`config.mk`:
```
export PLATFORM = sky130hd
export DESIGN_NAME = btb_wr_arb_flat
export DESIGN_NICKNAME = d
export VERILOG_FILES = /design/src/rtl/btb_wr_arb_pkg.sv /design/src/rtl/btb_wr_arb_if.sv /design/src/rtl/btb_rt_fifo.sv /design/src/rtl/btb_wr_arb_chk.sv /design/src/rtl/btb_wr_arb.sv /design/src/flat_wrapper.sv
export SDC_FILE = /design/constraint.sdc
export NUM_CORES = 1
export LEC_CHECK = 0
export ABC_AREA = 0
export CORE_MARGIN = 4
export CORE_UTILIZATION = 55
export DETAILED_ROUTE_END_ITERATION = 10
export GPL_TIMING_DRIVEN = 0
export PLACE_DENSITY = 0.95
export SYNTH_ARGS = -nofsm -noshare
export SYNTH_HDL_FRONTEND = slang
export SYNTH_SLANG_ARGS = --single-unit
```
`constraint.sdc`:
```
create_clock -name clock -period 13.62 [get_ports clock]
set_clock_uncertainty 0.1 [all_clocks]
set_input_delay 1.362 -clock clock [delete_from_list [all_inputs] [get_ports clock]]
set_output_delay 1.362 -clock clock [all_outputs]
set_load 0.05 [all_outputs]
```
`src/rtl/btb_wr_arb_pkg.sv`:
```
// Shared BTB types: branch-type encodings, field widths, write-port grant
// encoding and the entry layouts used by the BTB write arbiter.
package btb_pkg;

  localparam int BR_POS_W   = 3;
  localparam int BR_TYP_W   = 2;
  localparam int RAS_CTL_W  = 2;
  localparam int PC_W       = 64;
  localparam int RT_ENTRY_W = 1 + 2 * PC_W;

  localparam logic [BR_TYP_W-1:0] BR_COND      = 2'd0;
  localparam logic [BR_TYP_W-1:0] BR_UNCOND    = 2'd1;
  localparam logic [BR_TYP_W-1:0] BR_INDIR_RAS = 2'd2;
  localparam logic [BR_TYP_W-1:0] BR_INDIR_PC  = 2'd3;

  typedef enum logic [1:0] {
    GNT_NONE = 2'd0,
    GNT_SP   = 2'd1,
    GNT_RT   = 2'd2
  } gnt_e;

  typedef struct packed {
    logic                 brdir;
    logic [PC_W-1:0]      brpc;
    logic [PC_W-1:0]      tar;
  } rt_entry_t;

  typedef struct packed {
    logic [BR_POS_W-1:0]  brpos;
    logic [BR_TYP_W-1:0]  brtyp;
    logic [PC_W-1:0]      brpc;
    logic [PC_W-1:0]      brtar;
    logic [RAS_CTL_W-1:0] rasctl;
  } sp_entry_t;

  // Retire work wins when the queue is full, when speculation has had its
  // quota of consecutive grants, or when there is no speculative entry.
  function automatic gnt_e pick_grant(input logic fifo_empty,
                                      input logic fifo_full,
                                      input logic starve_hit,
                                      input logic sp_vld);
    gnt_e g;
    if (!fifo_empty && (fifo_full || starve_hit || !sp_vld)) begin
      g = GNT_RT;
    end else if (sp_vld) begin
      g = GNT_SP;
    end else begin
      g = GNT_NONE;
    end
    return g;
  endfunction

endpackage

```
`src/rtl/btb_wr_arb_if.sv`:
```
// Fetch1 / retire / BTB-write-port signal bundle of the BTB write arbiter.
interface btb_wr_arb_if;
  import btb_pkg::*;

  logic                 flush_i;
  logic                 sp_req_i;
  logic [BR_POS_W-1:0]  sp_brpos_i;
  logic [BR_TYP_W-1:0]  sp_brtyp_i;
  logic [PC_W-1:0]      sp_brpc_i;
  logic [PC_W-1:0]      sp_brtar_i;
  logic [RAS_CTL_W-1:0] sp_rasctl_i;

  logic                 rt_valid_i;
  logic                 rt_ready_o;
  logic                 rt_brdir_i;
  logic [PC_W-1:0]      rt_brpc_i;
  logic [PC_W-1:0]      rt_tar_i;

  logic                 btb_sp_we_o;
  logic [BR_POS_W-1:0]  btb_sp_brpos_o;
  logic [BR_TYP_W-1:0]  btb_sp_brtyp_o;
  logic [PC_W-1:0]      btb_sp_brpc_o;
  logic [PC_W-1:0]      btb_sp_brtar_o;
  logic [RAS_CTL_W-1:0] btb_ras_ctl_o;
  logic                 btb_rt_we_o;
  logic                 btb_rt_brdir_o;
  logic [PC_W-1:0]      btb_rt_brpc_o;
  logic [PC_W-1:0]      btb_taken_addr_o;
  logic                 sp_drop_o;

  modport master (
    output flush_i, sp_req_i, sp_brpos_i, sp_brtyp_i, sp_brpc_i, sp_brtar_i,
           sp_rasctl_i, rt_valid_i, rt_brdir_i, rt_brpc_i, rt_tar_i,
    input  rt_ready_o, btb_sp_we_o, btb_sp_brpos_o, btb_sp_brtyp_o,
           btb_sp_brpc_o, btb_sp_brtar_o, btb_ras_ctl_o, btb_rt_we_o,
           btb_rt_brdir_o, btb_rt_brpc_o, btb_taken_addr_o, sp_drop_o
  );

  modport slave (
    input  flush_i, sp_req_i, sp_brpos_i, sp_brtyp_i, sp_brpc_i, sp_brtar_i,
           sp_rasctl_i, rt_valid_i, rt_brdir_i, rt_brpc_i, rt_tar_i,
    output rt_ready_o, btb_sp_we_o, btb_sp_brpos_o, btb_sp_brtyp_o,
           btb_sp_brpc_o, btb_sp_brtar_o, btb_ras_ctl_o, btb_rt_we_o,
           btb_rt_brdir_o, btb_rt_brpc_o, btb_taken_addr_o, sp_drop_o
  );

endinterface

```
`src/rtl/btb_rt_fifo.sv`:
```
// In-order synchronous FIFO holding retire-stage BTB updates {brdir, brpc, tar}.
module btb_rt_fifo
  import btb_pkg::*;
#(
  parameter int DEPTH = 4,
  parameter int CNT_W = $clog2(DEPTH + 1)
) (
  input  logic             clock,
  input  logic             reset_n,
  input  logic             push,
  input  rt_entry_t        wdata,
  input  logic             pop,
  output rt_entry_t        rdata,
  output logic             full,
  output logic             empty,
  output logic [CNT_W-1:0] count
);

  localparam int PTR_W = (DEPTH > 1) ? $clog2(DEPTH) : 1;
  localparam logic [CNT_W-1:0] FULL_CNT = CNT_W'(DEPTH);

  rt_entry_t        mem_r [DEPTH];
  logic [PTR_W-1:0] wr_ptr_r;
  logic [PTR_W-1:0] rd_ptr_r;
  logic [CNT_W-1:0] count_r;
  logic             push_ok_s;
  logic             pop_ok_s;

  assign full      = (count_r == FULL_CNT);
  assign empty     = (count_r == CNT_W'(1'b0));
  assign count     = count_r;
  assign rdata     = mem_r[rd_ptr_r];
  assign push_ok_s = push && !full;
  assign pop_ok_s  = pop && !empty;

  // Pointers wrap naturally because DEPTH is a power of two.
  always_ff @(posedge clock) begin
    if (!reset_n) begin
      wr_ptr_r <= PTR_W'(1'b0);
      rd_ptr_r <= PTR_W'(1'b0);
      count_r  <= CNT_W'(1'b0);
    end else begin
      if (push_ok_s) begin
        wr_ptr_r <= wr_ptr_r + PTR_W'(1'b1);
      end
      if (pop_ok_s) begin
        rd_ptr_r <= rd_ptr_r + PTR_W'(1'b1);
      end
      if (push_ok_s && !pop_ok_s) begin
        count_r <= count_r + CNT_W'(1'b1);
      end else if (pop_ok_s && !push_ok_s) begin
        count_r <= count_r - CNT_W'(1'b1);
      end
    end
  end

  // Storage array; contents are qualified by count so they need no reset.
  always_ff @(posedge clock) begin
    if (push_ok_s) begin
      mem_r[wr_ptr_r] <= wdata;
    end
  end

endmodule

```
`src/rtl/btb_wr_arb_chk.sv`:
```
// Invariants of the BTB write arbiter: single write per cycle and bounded
// retire latency.
module btb_wr_arb_chk #(
  parameter int STARVE_MAX = 3,
  parameter int ST_W       = 2
) (
  input logic            clock,
  input logic            reset_n,
  input logic            sp_we,
  input logic            rt_we,
  input logic            fifo_empty,
  input logic            fifo_full,
  input logic [ST_W-1:0] starve
);

  a_one_write: assert property (@(posedge clock) disable iff (!reset_n)
    !(sp_we && rt_we));

  a_rt_has_data: assert property (@(posedge clock) disable iff (!reset_n)
    rt_we |-> !fifo_empty);

  a_starve_range: assert property (@(posedge clock) disable iff (!reset_n)
    starve <= ST_W'(STARVE_MAX));

  a_full_drains: assert property (@(posedge clock) disable iff (!reset_n)
    fifo_full |-> rt_we);

  a_starve_drains: assert property (@(posedge clock) disable iff (!reset_n)
    (!fifo_empty && starve == ST_W'(STARVE_MAX)) |-> rt_we);

endmodule

```
`src/rtl/btb_wr_arb.sv`:
```
// Single-write-port BTB arbiter: droppable speculative allocations from fetch1
// versus lossless, in-order retire updates with a starvation bound.
module btb_wr_arb
  import btb_pkg::*;
#(
  parameter int RT_DEPTH   = 4,
  parameter int STARVE_MAX = 3
) (
  input logic         clock,
  input logic         reset_n,
  btb_wr_arb_if.slave bus
);

  localparam int CNT_W = $clog2(RT_DEPTH + 1);
  localparam int ST_W  = $clog2(STARVE_MAX + 1);
  localparam logic [CNT_W-1:0] FULL_CNT   = CNT_W'(RT_DEPTH);
  localparam logic [ST_W-1:0]  STARVE_TOP = ST_W'(STARVE_MAX);

  sp_entry_t        sp_hold_r;
  logic             sp_vld_r;
  logic             drop_r;
  logic             ready_en_r;
  logic [ST_W-1:0]  starve_r;

  gnt_e             gnt_s;
  rt_entry_t        push_data_s;
  rt_entry_t        head_s;
  logic             fifo_full_s;
  logic             fifo_empty_s;
  logic [CNT_W-1:0] fifo_count_s;
  logic             rt_ready_s;
  logic             push_s;
  logic             pop_s;

  assign gnt_s       = pick_grant(fifo_empty_s, fifo_full_s,
                                  starve_r == STARVE_TOP, sp_vld_r);
  // ready_en_r keeps rt_ready_o low while reset is held.
  assign rt_ready_s  = ready_en_r && (fifo_count_s < FULL_CNT);
  assign push_s      = bus.rt_valid_i && rt_ready_s;
  assign pop_s       = (gnt_s == GNT_RT);
  assign push_data_s = '{brdir: bus.rt_brdir_i, brpc: bus.rt_brpc_i, tar: bus.rt_tar_i};

  btb_rt_fifo #(
    .DEPTH (RT_DEPTH),
    .CNT_W (CNT_W)
  ) u_rt_fifo (
    .clock   (clock),
    .reset_n (reset_n),
    .push    (push_s),
    .wdata   (push_data_s),
    .pop     (pop_s),
    .rdata   (head_s),
    .full    (fifo_full_s),
    .empty   (fifo_empty_s),
    .count   (fifo_count_s)
  );

  // Speculative holding register: flush beats a new request, newest request wins.
  always_ff @(posedge clock) begin
    if (!reset_n) begin
      sp_vld_r  <= 1'b0;
      sp_hold_r <= {$bits(sp_entry_t){1'b0}};
      drop_r    <= 1'b0;
    end else begin
      drop_r <= 1'b0;
      if (bus.flush_i) begin
        sp_vld_r <= 1'b0;
      end else if (bus.sp_req_i) begin
        sp_vld_r  <= 1'b1;
        sp_hold_r <= '{brpos:  bus.sp_brpos_i,
                       brtyp:  bus.sp_brtyp_i,
                       brpc:   bus.sp_brpc_i,
                       brtar:  bus.sp_brtar_i,
                       rasctl: bus.sp_rasctl_i};
        drop_r    <= sp_vld_r && (gnt_s != GNT_SP);
      end else if (gnt_s == GNT_SP) begin
        sp_vld_r <= 1'b0;
      end
    end
  end

  // Starvation counter: counts SP grants taken while retire work waits.
  always_ff @(posedge clock) begin
    if (!reset_n) begin
      starve_r <= ST_W'(1'b0);
    end else if (pop_s || fifo_empty_s) begin
      starve_r <= ST_W'(1'b0);
    end else if ((gnt_s == GNT_SP) && (starve_r != STARVE_TOP)) begin
      starve_r <= starve_r + ST_W'(1'b1);
    end
  end

  // Retire-ready enable, low while reset is asserted.
  always_ff @(posedge clock) begin
    if (!reset_n) begin
      ready_en_r <= 1'b0;
    end else begin
      ready_en_r <= 1'b1;
    end
  end

  // Write-port drive from registered state, masked by the grant.
  always_comb begin
    bus.btb_sp_we_o      = 1'b0;
    bus.btb_sp_brpos_o   = {BR_POS_W{1'b0}};
    bus.btb_sp_brtyp_o   = {BR_TYP_W{1'b0}};
    bus.btb_sp_brpc_o    = {PC_W{1'b0}};
    bus.btb_sp_brtar_o   = {PC_W{1'b0}};
    bus.btb_ras_ctl_o    = {RAS_CTL_W{1'b0}};
    bus.btb_rt_we_o      = 1'b0;
    bus.btb_rt_brdir_o   = 1'b0;
    bus.btb_rt_brpc_o    = {PC_W{1'b0}};
    bus.btb_taken_addr_o = {PC_W{1'b0}};
    case (gnt_s)
      GNT_SP: begin
        bus.btb_sp_we_o    = 1'b1;
        bus.btb_sp_brpos_o = sp_hold_r.brpos;
        bus.btb_sp_brtyp_o = sp_hold_r.brtyp;
        bus.btb_sp_brpc_o  = sp_hold_r.brpc;
        bus.btb_sp_brtar_o = sp_hold_r.brtar;
        bus.btb_ras_ctl_o  = sp_hold_r.rasctl;
      end
      GNT_RT: begin
        bus.btb_rt_we_o      = 1'b1;
        bus.btb_rt_brdir_o   = head_s.brdir;
        bus.btb_rt_brpc_o    = head_s.brpc;
        bus.btb_taken_addr_o = head_s.tar;
      end
      default: begin
        bus.btb_sp_we_o = 1'b0;
        bus.btb_rt_we_o = 1'b0;
      end
    endcase
  end

  assign bus.rt_ready_o = rt_ready_s;
  assign bus.sp_drop_o  = drop_r;

  btb_wr_arb_chk #(
    .STARVE_MAX (STARVE_MAX),
    .ST_W       (ST_W)
  ) u_chk (
    .clock      (clock),
    .reset_n    (reset_n),
    .sp_we      (bus.btb_sp_we_o),
    .rt_we      (bus.btb_rt_we_o),
    .fifo_empty (fifo_empty_s),
    .fifo_full  (fifo_full_s),
    .starve     (starve_r)
  );

endmodule

```
`src/flat_wrapper.sv`:
```
// flat-port wrapper written by rule: the top's interface ports become plain ports
module btb_wr_arb_flat import btb_pkg::*;
#(
  parameter int RT_DEPTH   = 4,
  parameter int STARVE_MAX = 3
)
  (clock, reset_n, bus_flush_i, bus_sp_req_i, bus_sp_brpos_i, bus_sp_brtyp_i, bus_sp_brpc_i, bus_sp_brtar_i, bus_sp_rasctl_i, bus_rt_valid_i, bus_rt_brdir_i, bus_rt_brpc_i, bus_rt_tar_i, bus_rt_ready_o, bus_btb_sp_we_o, bus_btb_sp_brpos_o, bus_btb_sp_brtyp_o, bus_btb_sp_brpc_o, bus_btb_sp_brtar_o, bus_btb_ras_ctl_o, bus_btb_rt_we_o, bus_btb_rt_brdir_o, bus_btb_rt_brpc_o, bus_btb_taken_addr_o, bus_sp_drop_o);
  btb_wr_arb_if bus_i ();
  input logic clock;
  input logic reset_n;
  input wire logic [$bits(bus_i.flush_i)-1:0] bus_flush_i;
  input wire logic [$bits(bus_i.sp_req_i)-1:0] bus_sp_req_i;
  input wire logic [$bits(bus_i.sp_brpos_i)-1:0] bus_sp_brpos_i;
  input wire logic [$bits(bus_i.sp_brtyp_i)-1:0] bus_sp_brtyp_i;
  input wire logic [$bits(bus_i.sp_brpc_i)-1:0] bus_sp_brpc_i;
  input wire logic [$bits(bus_i.sp_brtar_i)-1:0] bus_sp_brtar_i;
  input wire logic [$bits(bus_i.sp_rasctl_i)-1:0] bus_sp_rasctl_i;
  input wire logic [$bits(bus_i.rt_valid_i)-1:0] bus_rt_valid_i;
  input wire logic [$bits(bus_i.rt_brdir_i)-1:0] bus_rt_brdir_i;
  input wire logic [$bits(bus_i.rt_brpc_i)-1:0] bus_rt_brpc_i;
  input wire logic [$bits(bus_i.rt_tar_i)-1:0] bus_rt_tar_i;
  output wire logic [$bits(bus_i.rt_ready_o)-1:0] bus_rt_ready_o;
  output wire logic [$bits(bus_i.btb_sp_we_o)-1:0] bus_btb_sp_we_o;
  output wire logic [$bits(bus_i.btb_sp_brpos_o)-1:0] bus_btb_sp_brpos_o;
  output wire logic [$bits(bus_i.btb_sp_brtyp_o)-1:0] bus_btb_sp_brtyp_o;
  output wire logic [$bits(bus_i.btb_sp_brpc_o)-1:0] bus_btb_sp_brpc_o;
  output wire logic [$bits(bus_i.btb_sp_brtar_o)-1:0] bus_btb_sp_brtar_o;
  output wire logic [$bits(bus_i.btb_ras_ctl_o)-1:0] bus_btb_ras_ctl_o;
  output wire logic [$bits(bus_i.btb_rt_we_o)-1:0] bus_btb_rt_we_o;
  output wire logic [$bits(bus_i.btb_rt_brdir_o)-1:0] bus_btb_rt_brdir_o;
  output wire logic [$bits(bus_i.btb_rt_brpc_o)-1:0] bus_btb_rt_brpc_o;
  output wire logic [$bits(bus_i.btb_taken_addr_o)-1:0] bus_btb_taken_addr_o;
  output wire logic [$bits(bus_i.sp_drop_o)-1:0] bus_sp_drop_o;
  assign bus_i.flush_i = bus_flush_i;
  assign bus_i.sp_req_i = bus_sp_req_i;
  assign bus_i.sp_brpos_i = bus_sp_brpos_i;
  assign bus_i.sp_brtyp_i = bus_sp_brtyp_i;
  assign bus_i.sp_brpc_i = bus_sp_brpc_i;
  assign bus_i.sp_brtar_i = bus_sp_brtar_i;
  assign bus_i.sp_rasctl_i = bus_sp_rasctl_i;
  assign bus_i.rt_valid_i = bus_rt_valid_i;
  assign bus_i.rt_brdir_i = bus_rt_brdir_i;
  assign bus_i.rt_brpc_i = bus_rt_brpc_i;
  assign bus_i.rt_tar_i = bus_rt_tar_i;
  assign bus_rt_ready_o = bus_i.rt_ready_o;
  assign bus_btb_sp_we_o = bus_i.btb_sp_we_o;
  assign bus_btb_sp_brpos_o = bus_i.btb_sp_brpos_o;
  assign bus_btb_sp_brtyp_o = bus_i.btb_sp_brtyp_o;
  assign bus_btb_sp_brpc_o = bus_i.btb_sp_brpc_o;
  assign bus_btb_sp_brtar_o = bus_i.btb_sp_brtar_o;
  assign bus_btb_ras_ctl_o = bus_i.btb_ras_ctl_o;
  assign bus_btb_rt_we_o = bus_i.btb_rt_we_o;
  assign bus_btb_rt_brdir_o = bus_i.btb_rt_brdir_o;
  assign bus_btb_rt_brpc_o = bus_i.btb_rt_brpc_o;
  assign bus_btb_taken_addr_o = bus_i.btb_taken_addr_o;
  assign bus_sp_drop_o = bus_i.sp_drop_o;
  btb_wr_arb #(.RT_DEPTH(RT_DEPTH), .STARVE_MAX(STARVE_MAX)) u_core (.clock(clock), .reset_n(reset_n), .bus(bus_i));
endmodule
```
==> summary.md <==
| Metric | Value |
|---|---|
| CTS H-tree depth | 3 |
| DR pass1 iterations | 5 |
| DRT Wirelength | 78.7 mm |
| Fin crit share | 34.4% |
| Worst hold path type | flip-flop to flip-flop |
| Hold slack | 0.331 ns |
| Actual slew at the worst max-slew pin | 0.707 ns |
| Critical Path RT | 12.16 ns |
| Non-filler cells, final | 2920 |
| Share of post-route cells with drive strength above 1 | 13.3% |
| Port buffer count | 536 |
| Clk slew on worst S/H paths | 0.06 ns |
| Top post-synthesis cells by area | edfxtp_1 (59%), dfxtp_1 (11%), mux4_2 (11%) |
| Wire length per cell | 26.9 um |
| Final setup fails | 0 |
| Cts repair resizes | 0 |
| Core area | 46800 um2 |
| Synth Instances | 1631 |
| Clock Path Buffers | 3 |
| Global-route wire length before repair | 114 mm |
| Post-CTS Setup Inserts | 0 |
| WP data arrival | 3.23 ns |
| Initial Util | 55.9% |
| Netlist Area Pre-Place | 26100 um2 |
| Yosys cell types | 34 |
| EDFF count, synth | 516 |
| #FFs+latches synth | 665 |
| Die Ht | 226 um |
| Placed Cells | 2782 |
| Slew headroom | 52.7% |
| Fmax | 0.213 GHz |
| Status | complete, no violations |
| 1st-iter DRT viols | 1456 |
| R2R Setup Slk | 11.13 ns |
| Max Cap Violations | 0 |
| Min Tclk post-route | 4.69 ns |
| All-Layer GR Usage | 30.5% |
| Hold Vio Cnt, Final | 0 |
| Total power | 6.59 mW |
| PD cells | 190 nW/um2 |
| Leakage | 12.0 nW |
| Final Wtd Congestion | 0.942 |
| Die ar. | 51000 um2 |
| Worst vdd ir | 104 uV |
| Via density | 5.80 |
| CP Class | flip-flop to output port |
| Die width | 226 um |
| Worst Setup Start Kind | flip-flop |
| Via Count | 17000 |
| Largest net degree at the start of global routing | 61 |
| Ys async rst share | 0% |
| Util after Layout | 74.2% |
| Root Buffer | clkbuf_16 |
| Final HPWL DP | 53.3 mm |
| Clk sinks | 665 |
| IO Pins | 537 |
| GRT overflow | 0 |
| Max Slew Vio Count | 0 |
| Ys flop type | edfxtp_1 |
| DR DRC count | 0 |
| Clock Latency Late Sink | 0.59 ns |
| Mean post-synth cell area | 16.0 um2 |
| Crit path max fanout | 10 |
| Yosys warns | 0 |
| Antenna viol nets, final | 0 |
| Register area share after synthesis | 70.8% |
| Yosys top cell area share | 59.3% |
| Number of global-route vias before repair | 17800 |
| CTS tree | done |
| Fin nets | 2519 |
| Number of core rows | 79 |
| Fin Setup TNS | 0 ns |
| Critical path capture point type | output port |
| RSZ-0062 raised after global routing | no |
| Num CTS Buffers | 66 |
| Number of antenna violations at the first check in global routing | 21 |
| Post-CTS Hold Buffers | 0 |
| P&R area growth vs syn | 32.8% |
| Area leader, netlist | edfxtp_1 |
| Syn nets | 1907 |
-- flip-flops by register name, indices dropped and copies added (netlist names), named ones only --
signal                     flops
u_core.bus.sp_drop_o           1
u_core.ready_en_r              1
u_core.sp_hold_r             135
u_core.sp_vld_r                1
u_core.starve_r                2
u_core.u_rt_fifo.count         3
u_core.u_rt_fifo.mem_r       516
u_core.u_rt_fifo.rd_ptr_r      2
u_core.u_rt_fifo.wr_ptr_r      2
-- area by class of cell --
cell class / instances / area (um2)
sequential: 665 / 18500
buffer: 118 / 653
tap: 607 / 759
clock inverter: 31 / 322
antenna: 18 / 45.0
multi-input combinational: 844 / 6980
fill: 2662 / 12100
clock buffer: 89 / 1870
inverter: 4 / 17.5
timing repair buffer: 544 / 5570
-- through the flow --
stage               setup WS, ns  instance area, um2
global route                8.79               34700
detailed placement          9.45               32500
global placement            5.52               32200
CTS                         8.85               34600
finish                      8.93               34700
floorplan                   8.28               26100
-- where the power goes --
part           switching, mW  internal, mW
sequential            0.0393          2.29
clock                  0.777          1.07
combinational           1.52         0.905
total                   2.33          4.26
-- worst max-delay path, stage by stage, from the launching register on --
cell,delay (ns)
dfxtp_1,0.36
buf_2,0.36
clkbuf_1,0.55
mux4_2,0.34
and2_1,0.15
clkdlybuf4s50_1,0.88
-- layout by cell type (no fill, tap or decap), types with 3 or more instances in the layout --
cell type and n:
a21boi_0 136, and2_1 134, and2_4 4, and3_1 135, buf_16 6, buf_2 27
buf_4 7, buf_6 20, bufinv_16 5, clkbuf_1 75, clkbuf_16 68, clkbuf_8 9
clkdlybuf4s50_1 536, clkinv_1 5, clkinv_2 12, clkinvlp_4 4, dfxtp_1 149, diode_2 18
edfxtp_1 516, ha_1 6, inv_1 3, inv_6 3, mux4_2 129, nand2_1 271
nor2b_1 4, xnor2_1 3
-- path summary, 6_finish.rpt --
check	endpoint	startpoint	cells after the start
hold / removal	u_core.starve_r[0]	u_core.starve_r[0]	1
setup reg to reg	u_core.u_rt_fifo.count[2]	u_core.starve_r[0]	9
setup / recovery	bus_btb_taken_addr_o[40]	flip-flop	5
hold reg to reg	u_core.starve_r[0]	u_core.starve_r[0]	1
-- synthesized netlist by cell type (6+ instances only) --
cell	number
a21boi_0	136
and2_1	138
and3_1	135
buf_2	27
buf_4	7
buf_6	20
clkbuf_1	64
dfxtp_1	149
edfxtp_1	516
ha_1	6
mux4_2	129
nand2_1	271
-- logic make-up (layout without fill, tap and decap cells) --
logic type	after synthesis	after routing	share of synthesized area (%)
other cells	0	18	0
buf+inv	122	786	2.57
mux	130	130	11.2
xor+xnor	4	4	0.134
fa+ha+maj	7	7	0.364
flops	665	665	70.8
compound gates	143	143	4.16
simple gates	560	560	10.9
-- routing by layer --
layer  share of wire (%)  GRT usage, %
met1                  33          33.7
met4                 4.9          14.8
met5                0.12             0
met3                  11          11.0
met2                  51          52.4
No activity file was read; power rests on OpenSTA's default activity.
